File: config.mk
export PLATFORM = sky130hd
export DESIGN_NAME = truth_table_sweeper_flat
export DESIGN_NICKNAME = d
export VERILOG_FILES = /design/src/rtl/truth_table_pkg.sv /design/src/rtl/truth_table_sweeper_if.sv /design/src/rtl/tt_compare_tracker.sv /design/src/rtl/truth_table_sweeper.sv /design/src/flat_wrapper.sv
export SDC_FILE = /design/constraint.sdc
export NUM_CORES = 1
export LEC_CHECK = 0
export ABC_AREA = 1
export CORE_ASPECT_RATIO = 1.25
export CORE_MARGIN = 4
export CORE_UTILIZATION = 25
export DETAILED_ROUTE_END_ITERATION = 8
export GPL_TIMING_DRIVEN = 0
export REMOVE_ABC_BUFFERS = 1
export SLEW_MARGIN = 20
export SYNTH_ARGS = -nofsm -noshare
export SYNTH_HDL_FRONTEND = slang
export SYNTH_SLANG_ARGS = --single-unit
export TNS_END_PERCENT = 10
File: constraint.sdc
create_clock -name clk -period 2.07 [get_ports clk]
set_input_delay 0.3105 -clock clk [delete_from_list [all_inputs] [get_ports clk]]
set_output_delay 0.3105 -clock clk [all_outputs]
set_load 0.02 [all_outputs]
File: src/rtl/truth_table_pkg.sv
// Shared types and sizes for the truth-table sweeper: FSM states and
// vector/counter widths used by the top, the interface and the tracker.
package truth_table_pkg;

  typedef enum logic [1:0] {
    IDLE = 2'd0,
    RUN  = 2'd1,
    DONE = 2'd2
  } state_t;

  localparam int N_VEC = 16;
  localparam int IDX_W = 4;
  localparam int CNT_W = 5;

endpackage

File: src/rtl/truth_table_sweeper_if.sv
// Bundle between lab control / function block (master side) and the
// sweeper (slave side).
interface truth_table_sweeper_if;
  import truth_table_pkg::*;

  logic             start;
  logic [N_VEC-1:0] expected;
  logic [IDX_W-1:0] dut_in;
  logic             dut_f;
  logic             busy;
  logic             done;
  logic [N_VEC-1:0] signature;
  logic             match;
  logic [CNT_W-1:0] mismatch_cnt;
  logic [IDX_W-1:0] first_fail;

  modport master (
    output start, expected, dut_f,
    input  dut_in, busy, done, signature, match, mismatch_cnt, first_fail
  );

  modport slave (
    input  start, expected, dut_f,
    output dut_in, busy, done, signature, match, mismatch_cnt, first_fail
  );

endinterface

File: src/rtl/tt_compare_tracker.sv
// Counts mismatching captures during a sweep and remembers the index of
// the first one. Cleared when a new sweep is accepted.
module tt_compare_tracker
  import truth_table_pkg::*;
(
  input  logic             clk,
  input  logic             rst_n,
  input  logic             clear,
  input  logic             capture,
  input  logic [IDX_W-1:0] idx,
  input  logic             f,
  input  logic             exp_bit,
  output logic [CNT_W-1:0] mismatch_cnt,
  output logic [IDX_W-1:0] first_fail
);

  logic [CNT_W-1:0] cnt_reg;
  logic [IDX_W-1:0] first_reg;
  logic             miss;

  assign miss = capture && (f != exp_bit);

  always_ff @(posedge clk or negedge rst_n) begin
    if (!rst_n) begin
      cnt_reg   <= '0;
      first_reg <= '0;
    end else if (clear) begin
      cnt_reg   <= '0;
      first_reg <= '0;
    end else if (miss) begin
      // a zero count means no earlier mismatch in this sweep
      if (cnt_reg == '0) begin
        first_reg <= idx;
      end
      cnt_reg <= cnt_reg + 1'b1;
    end
  end

  assign mismatch_cnt = cnt_reg;
  assign first_fail   = first_reg;

endmodule

File: src/rtl/truth_table_sweeper.sv
// Steps a 4-input function block through all 16 vectors, holding each for
// SETTLE_CYCLES+1 clocks, and captures f into a signature checked against expected.
module truth_table_sweeper
  import truth_table_pkg::*;
#(
  parameter int SETTLE_CYCLES = 2
) (
  input logic                  clk,
  input logic                  rst_n,
  truth_table_sweeper_if.slave bus
);

  localparam logic [7:0]       SETTLE_LAST = 8'(SETTLE_CYCLES);
  localparam logic [IDX_W-1:0] IDX_LAST    = IDX_W'(N_VEC - 1);

  state_t           state_reg;
  state_t           state_next;
  logic [IDX_W-1:0] idx_reg;
  logic [7:0]       settle_reg;
  logic [N_VEC-1:0] expected_q;
  logic [N_VEC-1:0] signature_reg;
  logic             match_reg;
  logic             accept;
  logic             capture;
  logic [CNT_W-1:0] mismatch_cnt;
  logic [IDX_W-1:0] first_fail;

  assign accept  = (state_reg == IDLE) && bus.start;
  assign capture = (state_reg == RUN) && (settle_reg == SETTLE_LAST);

  always_comb begin
    state_next = state_reg;
    case (state_reg)
      IDLE:    if (bus.start) state_next = RUN;
      RUN:     if (capture && (idx_reg == IDX_LAST)) state_next = DONE;
      DONE:    state_next = IDLE;
      default: state_next = IDLE;
    endcase
  end

  always_ff @(posedge clk or negedge rst_n) begin
    if (!rst_n) begin
      state_reg <= IDLE;
    end else begin
      state_reg <= state_next;
    end
  end

  always_ff @(posedge clk or negedge rst_n) begin
    if (!rst_n) begin
      idx_reg       <= '0;
      settle_reg    <= '0;
      expected_q    <= '0;
      signature_reg <= '0;
      match_reg     <= 1'b0;
    end else if (accept) begin
      expected_q    <= bus.expected;
      idx_reg       <= '0;
      settle_reg    <= '0;
      signature_reg <= '0;
      match_reg     <= 1'b0;
    end else if (state_reg == RUN) begin
      if (capture) begin
        // idx wraps 15->0 on the same edge that leaves RUN
        signature_reg[idx_reg] <= bus.dut_f;
        idx_reg                <= idx_reg + 1'b1;
        settle_reg             <= '0;
      end else begin
        settle_reg <= settle_reg + 8'd1;
      end
    end else if (state_reg == DONE) begin
      match_reg <= (mismatch_cnt == '0);
    end
  end

  tt_compare_tracker u_tracker (
    .clk          (clk),
    .rst_n        (rst_n),
    .clear        (accept),
    .capture      (capture),
    .idx          (idx_reg),
    .f            (bus.dut_f),
    .exp_bit      (expected_q[idx_reg]),
    .mismatch_cnt (mismatch_cnt),
    .first_fail   (first_fail)
  );

  // match is derived live during the done cycle, then held in match_reg
  assign bus.busy         = (state_reg == RUN);
  assign bus.done         = (state_reg == DONE);
  assign bus.dut_in       = (state_reg == RUN) ? idx_reg : '0;
  assign bus.signature    = signature_reg;
  assign bus.match        = (state_reg == DONE) ? (mismatch_cnt == '0) : match_reg;
  assign bus.mismatch_cnt = mismatch_cnt;
  assign bus.first_fail   = first_fail;

endmodule

File: src/flat_wrapper.sv
// flat-port wrapper written by rule: the top's interface ports become plain ports
module truth_table_sweeper_flat import truth_table_pkg::*;
#(
  parameter int SETTLE_CYCLES = 2
)
  (clk, rst_n, bus_start, bus_expected, bus_dut_f, bus_dut_in, bus_busy, bus_done, bus_signature, bus_match, bus_mismatch_cnt, bus_first_fail);
  truth_table_sweeper_if bus_i ();
  input logic clk;
  input logic rst_n;
  input wire logic [$bits(bus_i.start)-1:0] bus_start;
  input wire logic [$bits(bus_i.expected)-1:0] bus_expected;
  input wire logic [$bits(bus_i.dut_f)-1:0] bus_dut_f;
  output wire logic [$bits(bus_i.dut_in)-1:0] bus_dut_in;
  output wire logic [$bits(bus_i.busy)-1:0] bus_busy;
  output wire logic [$bits(bus_i.done)-1:0] bus_done;
  output wire logic [$bits(bus_i.signature)-1:0] bus_signature;
  output wire logic [$bits(bus_i.match)-1:0] bus_match;
  output wire logic [$bits(bus_i.mismatch_cnt)-1:0] bus_mismatch_cnt;
  output wire logic [$bits(bus_i.first_fail)-1:0] bus_first_fail;
  assign bus_i.start = bus_start;
  assign bus_i.expected = bus_expected;
  assign bus_i.dut_f = bus_dut_f;
  assign bus_dut_in = bus_i.dut_in;
  assign bus_busy = bus_i.busy;
  assign bus_done = bus_i.done;
  assign bus_signature = bus_i.signature;
  assign bus_match = bus_i.match;
  assign bus_mismatch_cnt = bus_i.mismatch_cnt;
  assign bus_first_fail = bus_i.first_fail;
  truth_table_sweeper #(.SETTLE_CYCLES(SETTLE_CYCLES)) u_core (.clk(clk), .rst_n(rst_n), .bus(bus_i));
endmodule
# ---- After elaboration in Yosys (flattened, before gate mapping)
# Cells that the tools add are included.
dict set report totals {
  register_bits 56
  in_bits 20
  output_inout_bits 32
  wordCells 61
}
dict set report op_classes {
  n_addsub 3
  order_cmp 2
  eq_ne 8
  muxes 26
  n_reduce_logical 14
}
# operator n
set ops {}
lappend ops {{16-bit two-way mux} 3}
lappend ops {{4-bit two-way mux} 7}
lappend ops {{8-bit two-way mux} 3}
lappend ops {{16-bit bitwise mux} 1}
lappend ops {{5-bit two-way mux} 2}
lappend ops {{8-bit by 1-bit adder with 8-bit output (second input constant)} 1}
lappend ops {{8-bit by 2-bit == test with 1-bit output (second input constant)} 1}
lappend ops {{2-bit nonzero test} 4}
lappend ops {{2-bit AND reduction} 3}
lappend ops {{5-bit by 1-bit adder with 5-bit output (second input constant)} 1}
lappend ops {{1-bit logical AND} 5}
lappend ops {{5-bit zero test} 1}
lappend ops {{4-bit by 5-bit < comparator with 1-bit output (second input constant)} 1}
lappend ops {{1-bit two-way mux} 5}
lappend ops {{4-bit by 1-bit adder with 4-bit output (second input constant)} 1}
lappend ops {{1-bit binary-select mux with 4-bit select} 1}
lappend ops {{1-bit demux with 4-bit select} 1}
lappend ops {{4-bit == test (second input constant)} 1}
lappend ops {{4-bit by 1-bit greater-or-equal comparator with 1-bit output (second input constant)} 1}
lappend ops {{2-bit two-way mux} 2}
lappend ops {{2-bit by 1-bit != test with 1-bit output (second input constant)} 2}
lappend ops {{2-bit case mux with 2 select lines} 1}
lappend ops {{2-bit by 1-bit == test with 1-bit output (second input constant)} 1}
lappend ops {{2-bit == test (second input constant)} 1}
lappend ops {{3 further kinds} 3}

# ---- Logic depth before layout (Yosys ltp)
dict set report depth {
  word_depth 8
  depth_mapped 14
  mapped_depth_nobuf 13
}

# ---- Hierarchy
# A second synthesis with hierarchy kept.
dict set report hier_totals {
  cells_unflattened 438
  area_unflattened_um2 3230.6
}
# module instances cells_per_inst area_per_inst_um2 seq_area_each_um2
set by_module_without_submodules {}
lappend by_module_without_submodules {truth_table_sweeper 1 375 2696.3 1176.1}
lappend by_module_without_submodules {tt_compare_tracker 1 63 534.3 225.2}

# ---- Worst setup path before layout
# No wires, ideal clock.
dict set report synth_path {
  kind {register to register}
  start {register u_core.state_reg[1]}
  end {register u_core.idx_reg[3]}
  setup_ns 0.126
  t_arrival_ns 1.568
  t_required_ns 1.944
  slack_ns 0.376
  stages_incl_launch_ff 7
  path_buffers 0
  synth_period_minus_slack_ns 1.694
  path_cell_list {dfrtp_1 > nor2_1 > inv_1 > nor2_1 > nand4_1 > o21ai_0 > a21oi_1}
}
dict set report synth_between {
  elab_chain_cells 4
  word_cells_on_any_way 8
  cone_classes {1 x eq/ne; 1 x mux; 6 x reduce/logical}
}
# element line
set synth_rtl {}
lappend synth_rtl {{start, declared} truth_table_sweeper.sv:16} ;# state_t state_reg;
lappend synth_rtl {{start signal, assigned} truth_table_sweeper.sv:45} ;# state_reg <= state_next;
lappend synth_rtl {{2-bit by 1-bit == test with 1-bit output *} -}
lappend synth_rtl {{net bus_busy} flat_wrapper.sv:14} ;# output wire logic [$bits(bus_i.busy)-1:0] bus_busy;
lappend synth_rtl {{1-bit logical AND} truth_table_sweeper.sv:29} ;# assign capture = (state_reg == RUN) && (settle_reg == SETTLE_LAST);
lappend synth_rtl {{2-bit nonzero test (no source line)} -}
lappend synth_rtl {{2-bit AND reduction (no source line) *} -}
lappend synth_rtl {{end signal, assigned} truth_table_sweeper.sv:66} ;# idx_reg <= idx_reg + 1'b1;
lappend synth_rtl {{end, declared} truth_table_sweeper.sv:18} ;# logic [IDX_W-1:0] idx_reg;
# The timed path passes the listed nets; every way through them passes the cells marked *.
# A chain may end at the register's enable or synchronous reset.

# ---- Final worst setup path
dict set report layout_path {
  start {register u_core.settle_reg[0]}
  end {register u_core.settle_reg[3]}
}
dict set report layout_between {
  elab_chain_cells 5
  word_cells_on_any_way 6
  cone_classes {1 x add/sub; 1 x eq/ne; 3 x mux; 1 x reduce/logical}
}
# element line
set layout_rtl {}
lappend layout_rtl {{start, declared} truth_table_sweeper.sv:19} ;# logic [7:0] settle_reg;
lappend layout_rtl {{start signal, assigned} truth_table_sweeper.sv:69} ;# settle_reg <= settle_reg + 8'd1;
lappend layout_rtl {{branches (longest 2 deep; another with 8-bit by 1-bit adder with 8-bit output)} -}
lappend layout_rtl {{8-bit two-way mux *} truth_table_sweeper.sv:63} ;# if (capture) begin
lappend layout_rtl {{8-bit two-way mux *} truth_table_sweeper.sv:62} ;# end else if (state_reg == RUN) begin
lappend layout_rtl {{8-bit two-way mux *} truth_table_sweeper.sv:56} ;# end else if (accept) begin
# Every way passes the cells marked *. The select of a mux whose other input is x is not followed.

==> flow_summary.yaml <==
status:
  status: "finished, violations left"
  violations: "hold timing"
power:
  power.leakage_uw: 0.00187
  powerDensity_mw_per_mm2: 583
  peakVddDrop_mv: 0.330
  power_uw: 2230
sta:
  finalHoldViolCount: 3
  clock.fmax_mhz: 490
  fin_setup_tns_ns: 0
  whs_ns: -0.00581
  finalWorstSetupSlack_ns: 0.0278
  timing.final.crit_share: 0.987
  period_needed_ns: 2.04
  slew_headroom: 0.655
  slew_viol_final: 0
  tightest_slew_ns: 0.517
  clock_skew_ns: 0.00938
  rsz0062_at_grt: "yes"
  setup_viol: 0
logic_synthesis:
  ys_warn_count: 0
  synthCells: 375
  synth_cell_types: 30
  synth_flop_cell: "dfrtp_1"
  synth-seq-cells: 56
  synth_edf_count: 0
  async_flop_share: 1.00
  netlist_top_cells_count: "nand2_1, dfrtp_1, inv_1, nand3_1, o21ai_0"
  syn_avg_cell_area_um2: 7.84
  yosysSeqAreaShare: 0.477
  synth_area_mm2: 0.00294
  yosysMostFrequentCell: "nand2_1"
  synth.largest_area_cell: "dfrtp_1"
  yosys-top-cells-area: "dfrtp_1, nand2_1, nand3_1"
  yosys.area.top_type_share: 0.477
critical_path:
  cp_top_family: "simple AND/OR/NAND/NOR gates"
  max_stage_delay_ns: 0.43
  worstPathCellList: "inv_2 -> ha_1 -> nand3_1 -> or2_4 -> nor2_4 -> nor2_1 -> inv_1 -> o21ai_0 -> o21a_1"
  reg2reg_setup_slack_ns: 0.03
  path_class: "register to register"
  crit_fanout: 21
  cp.buffers_inverters: 2
  cp_slowest_cell: "nor2_4"
  setup.worst_path.end_class: "register"
  arrival_ns: 2.22
  startpoint_type: "register"
  required_ns: 2.25
clock_network:
  cts_made_buffers: 5
  clk_pin_slew_ns: 0.07
  cts.sinks: 56
  htreeDepth: 2
  root_buffer: "clkbuf_16"
  clk_path_buf_depth: 2
  clk_latency_ns: 0.30
  cts_tree: "yes"
drt:
  dr.first_iter.drc_count: 153
  drtAntennaViolNets: 0
  wl_per_cell_um: 13.1
  dr_wl_met3_um: 349
  dr.pass1.iters: 4
  wl_met2_mm: 3.71
  highest_layer: "met4"
  drc: 0
  via_per_inst: 4.52
  wl_mm: 7.42
  wl_met1_mm: 3.23
  vias: 2560
finish:
  utilization: 0.330
  diodes: 0
  drive_above_1_share: 0.110
  nNetsFinal: 455
  syn_to_final_growth_pct: 30.0
floorplanning:
  rows: 44
  die_w_um: 105
  die_area_mm2: 0.0136
  die_h_um: 129
  pin_count: 52
  initial_core_util: 0.254
  coreArea_mm2: 0.0116
grt:
  grt_pass1_wl_mm: 12.4
  overflow: 0
  grt_max_degree: 57
  antenna_found_initial: 0
  grt_pass1_vias: 2539
  grt_usage: 0.114
placement:
  place_congestion: 0.765
  dp_hpwl_mm: 5.11
  pre_cts_ws_ns: -1.71
  io_buffers: 51
flow_run:
  cap_violations: 0
min_path:
  hp-class: "input port to asynchronous set/reset pin"
power by group:
| group | switching, µW | leakage, µW | internal [µW] |
|---|---|---|---|
| Sequential | 25.1 | 0.000631 | 1120 |
| Combinational | 121 | 0.00117 | 117 |
| Clock | 393 | 0.0000736 | 447 |
area by class of cell:
| cell class | instances | area [µm²] |
|---|---|---|
| sequential | 56 | 1400 |
| multi-input combinational | 247 | 1270 |
| inverter | 59 | 233 |
| fill | 1229 | 7740 |
| tap | 138 | 173 |
| timing repair buffer | 56 | 582 |
| clock inverter | 3 | 18.8 |
| timing repair inverter | 2 | 12.5 |
| clock buffer | 5 | 125 |
cell families (layout without fill, tap and decap cells):
logic type	after synthesis	in the layout	share of synthesized area
xor+xnor	5	5	0.0149
compound gates	55	55	0.0975
fa+ha+maj	8	8	0.0341
flops	56	56	0.477
simple gates	179	179	0.272
buf+inv	72	125	0.104
worst register-to-register path, delay by kind of cell, from the launching register on:
| family | cells | cell delay [ns] |
|---|---|---|
| AO/OA/AOI/OAI | 2 | 0.24 |
| adder cells (fa/ha/maj) | 1 | 0.14 |
| buffers and inverters | 2 | 0.22 |
| flip-flops | 1 | 0.40 |
| AND/OR/NAND/NOR | 4 | 0.93 |
what timing repair did:
| item | in CTS | in global routing |
|---|---|---|
| hold buffers | 0 | 0 |
| resized for setup | 15 | 11 |
| buffers inserted | 0 | 4 |
| gates cloned | 2 | 0 |
| pin swaps | 0 | 1 |
| setup endpoints to repair | 51 | 41 |
per-layer routing:
layer  up-vias  track usage
li1       1283            -
met1      1231        0.138
met2        39        0.194
met3         7       0.0314
met4         0       0.0440
met5         -            0
stage by stage:
step           instance area, µm²  hold slack, ns  instances
2_1_floorplan                2860          0.0149        362
3_3_place_gp                 3540           0.493        551
3_5_place_dp                 3560           0.326        552
4_1_cts                      3750         0.00628        562
5_1_grt                      3820          0.0194        566
6_report                     3820        -0.00581        566
cell usage in the layout (no fill, tap or decap), types with 3 or more instances in the layout:
cell type / netlist / final
a21oi_1: 5 / 5
buf_4: 2 / 4
clkbuf_16: 0 / 5
clkdlybuf4s50_1: 0 / 45
clkinv_2: 1 / 3
clkinvlp_4: 0 / 3
dfrtp_1: 56 / 54
ha_1: 8 / 8
inv_1: 53 / 49
inv_2: 5 / 6
nand2_1: 98 / 97
nand3_1: 41 / 41
nand4_1: 3 / 3
nor2_1: 22 / 20
nor2_2: 2 / 3
nor2_4: 2 / 3
o21ai_0: 41 / 38
o21ai_1: 5 / 8
xor2_1: 5 / 5
final timing paths:
| kind | start | to | cells past startpoint |
|---|---|---|---|
| min in group clk | u_core.u_tracker.first_fail[0] | u_core.u_tracker.first_fail[0] | 2 |
| max | u_core.settle_reg[0] | u_core.settle_reg[3] | 9 |
| max reg2reg | u_core.settle_reg[0] | u_core.settle_reg[3] | 9 |
| min reg2reg | u_core.u_tracker.first_fail[0] | u_core.u_tracker.first_fail[0] | 2 |
| max in group asynchronous | rst_n | u_core.idx_reg[1] | 2 |
| min | rst_n | u_core.expected_q[12] | 2 |
Note: power is estimated with default switching activity, not from simulation.
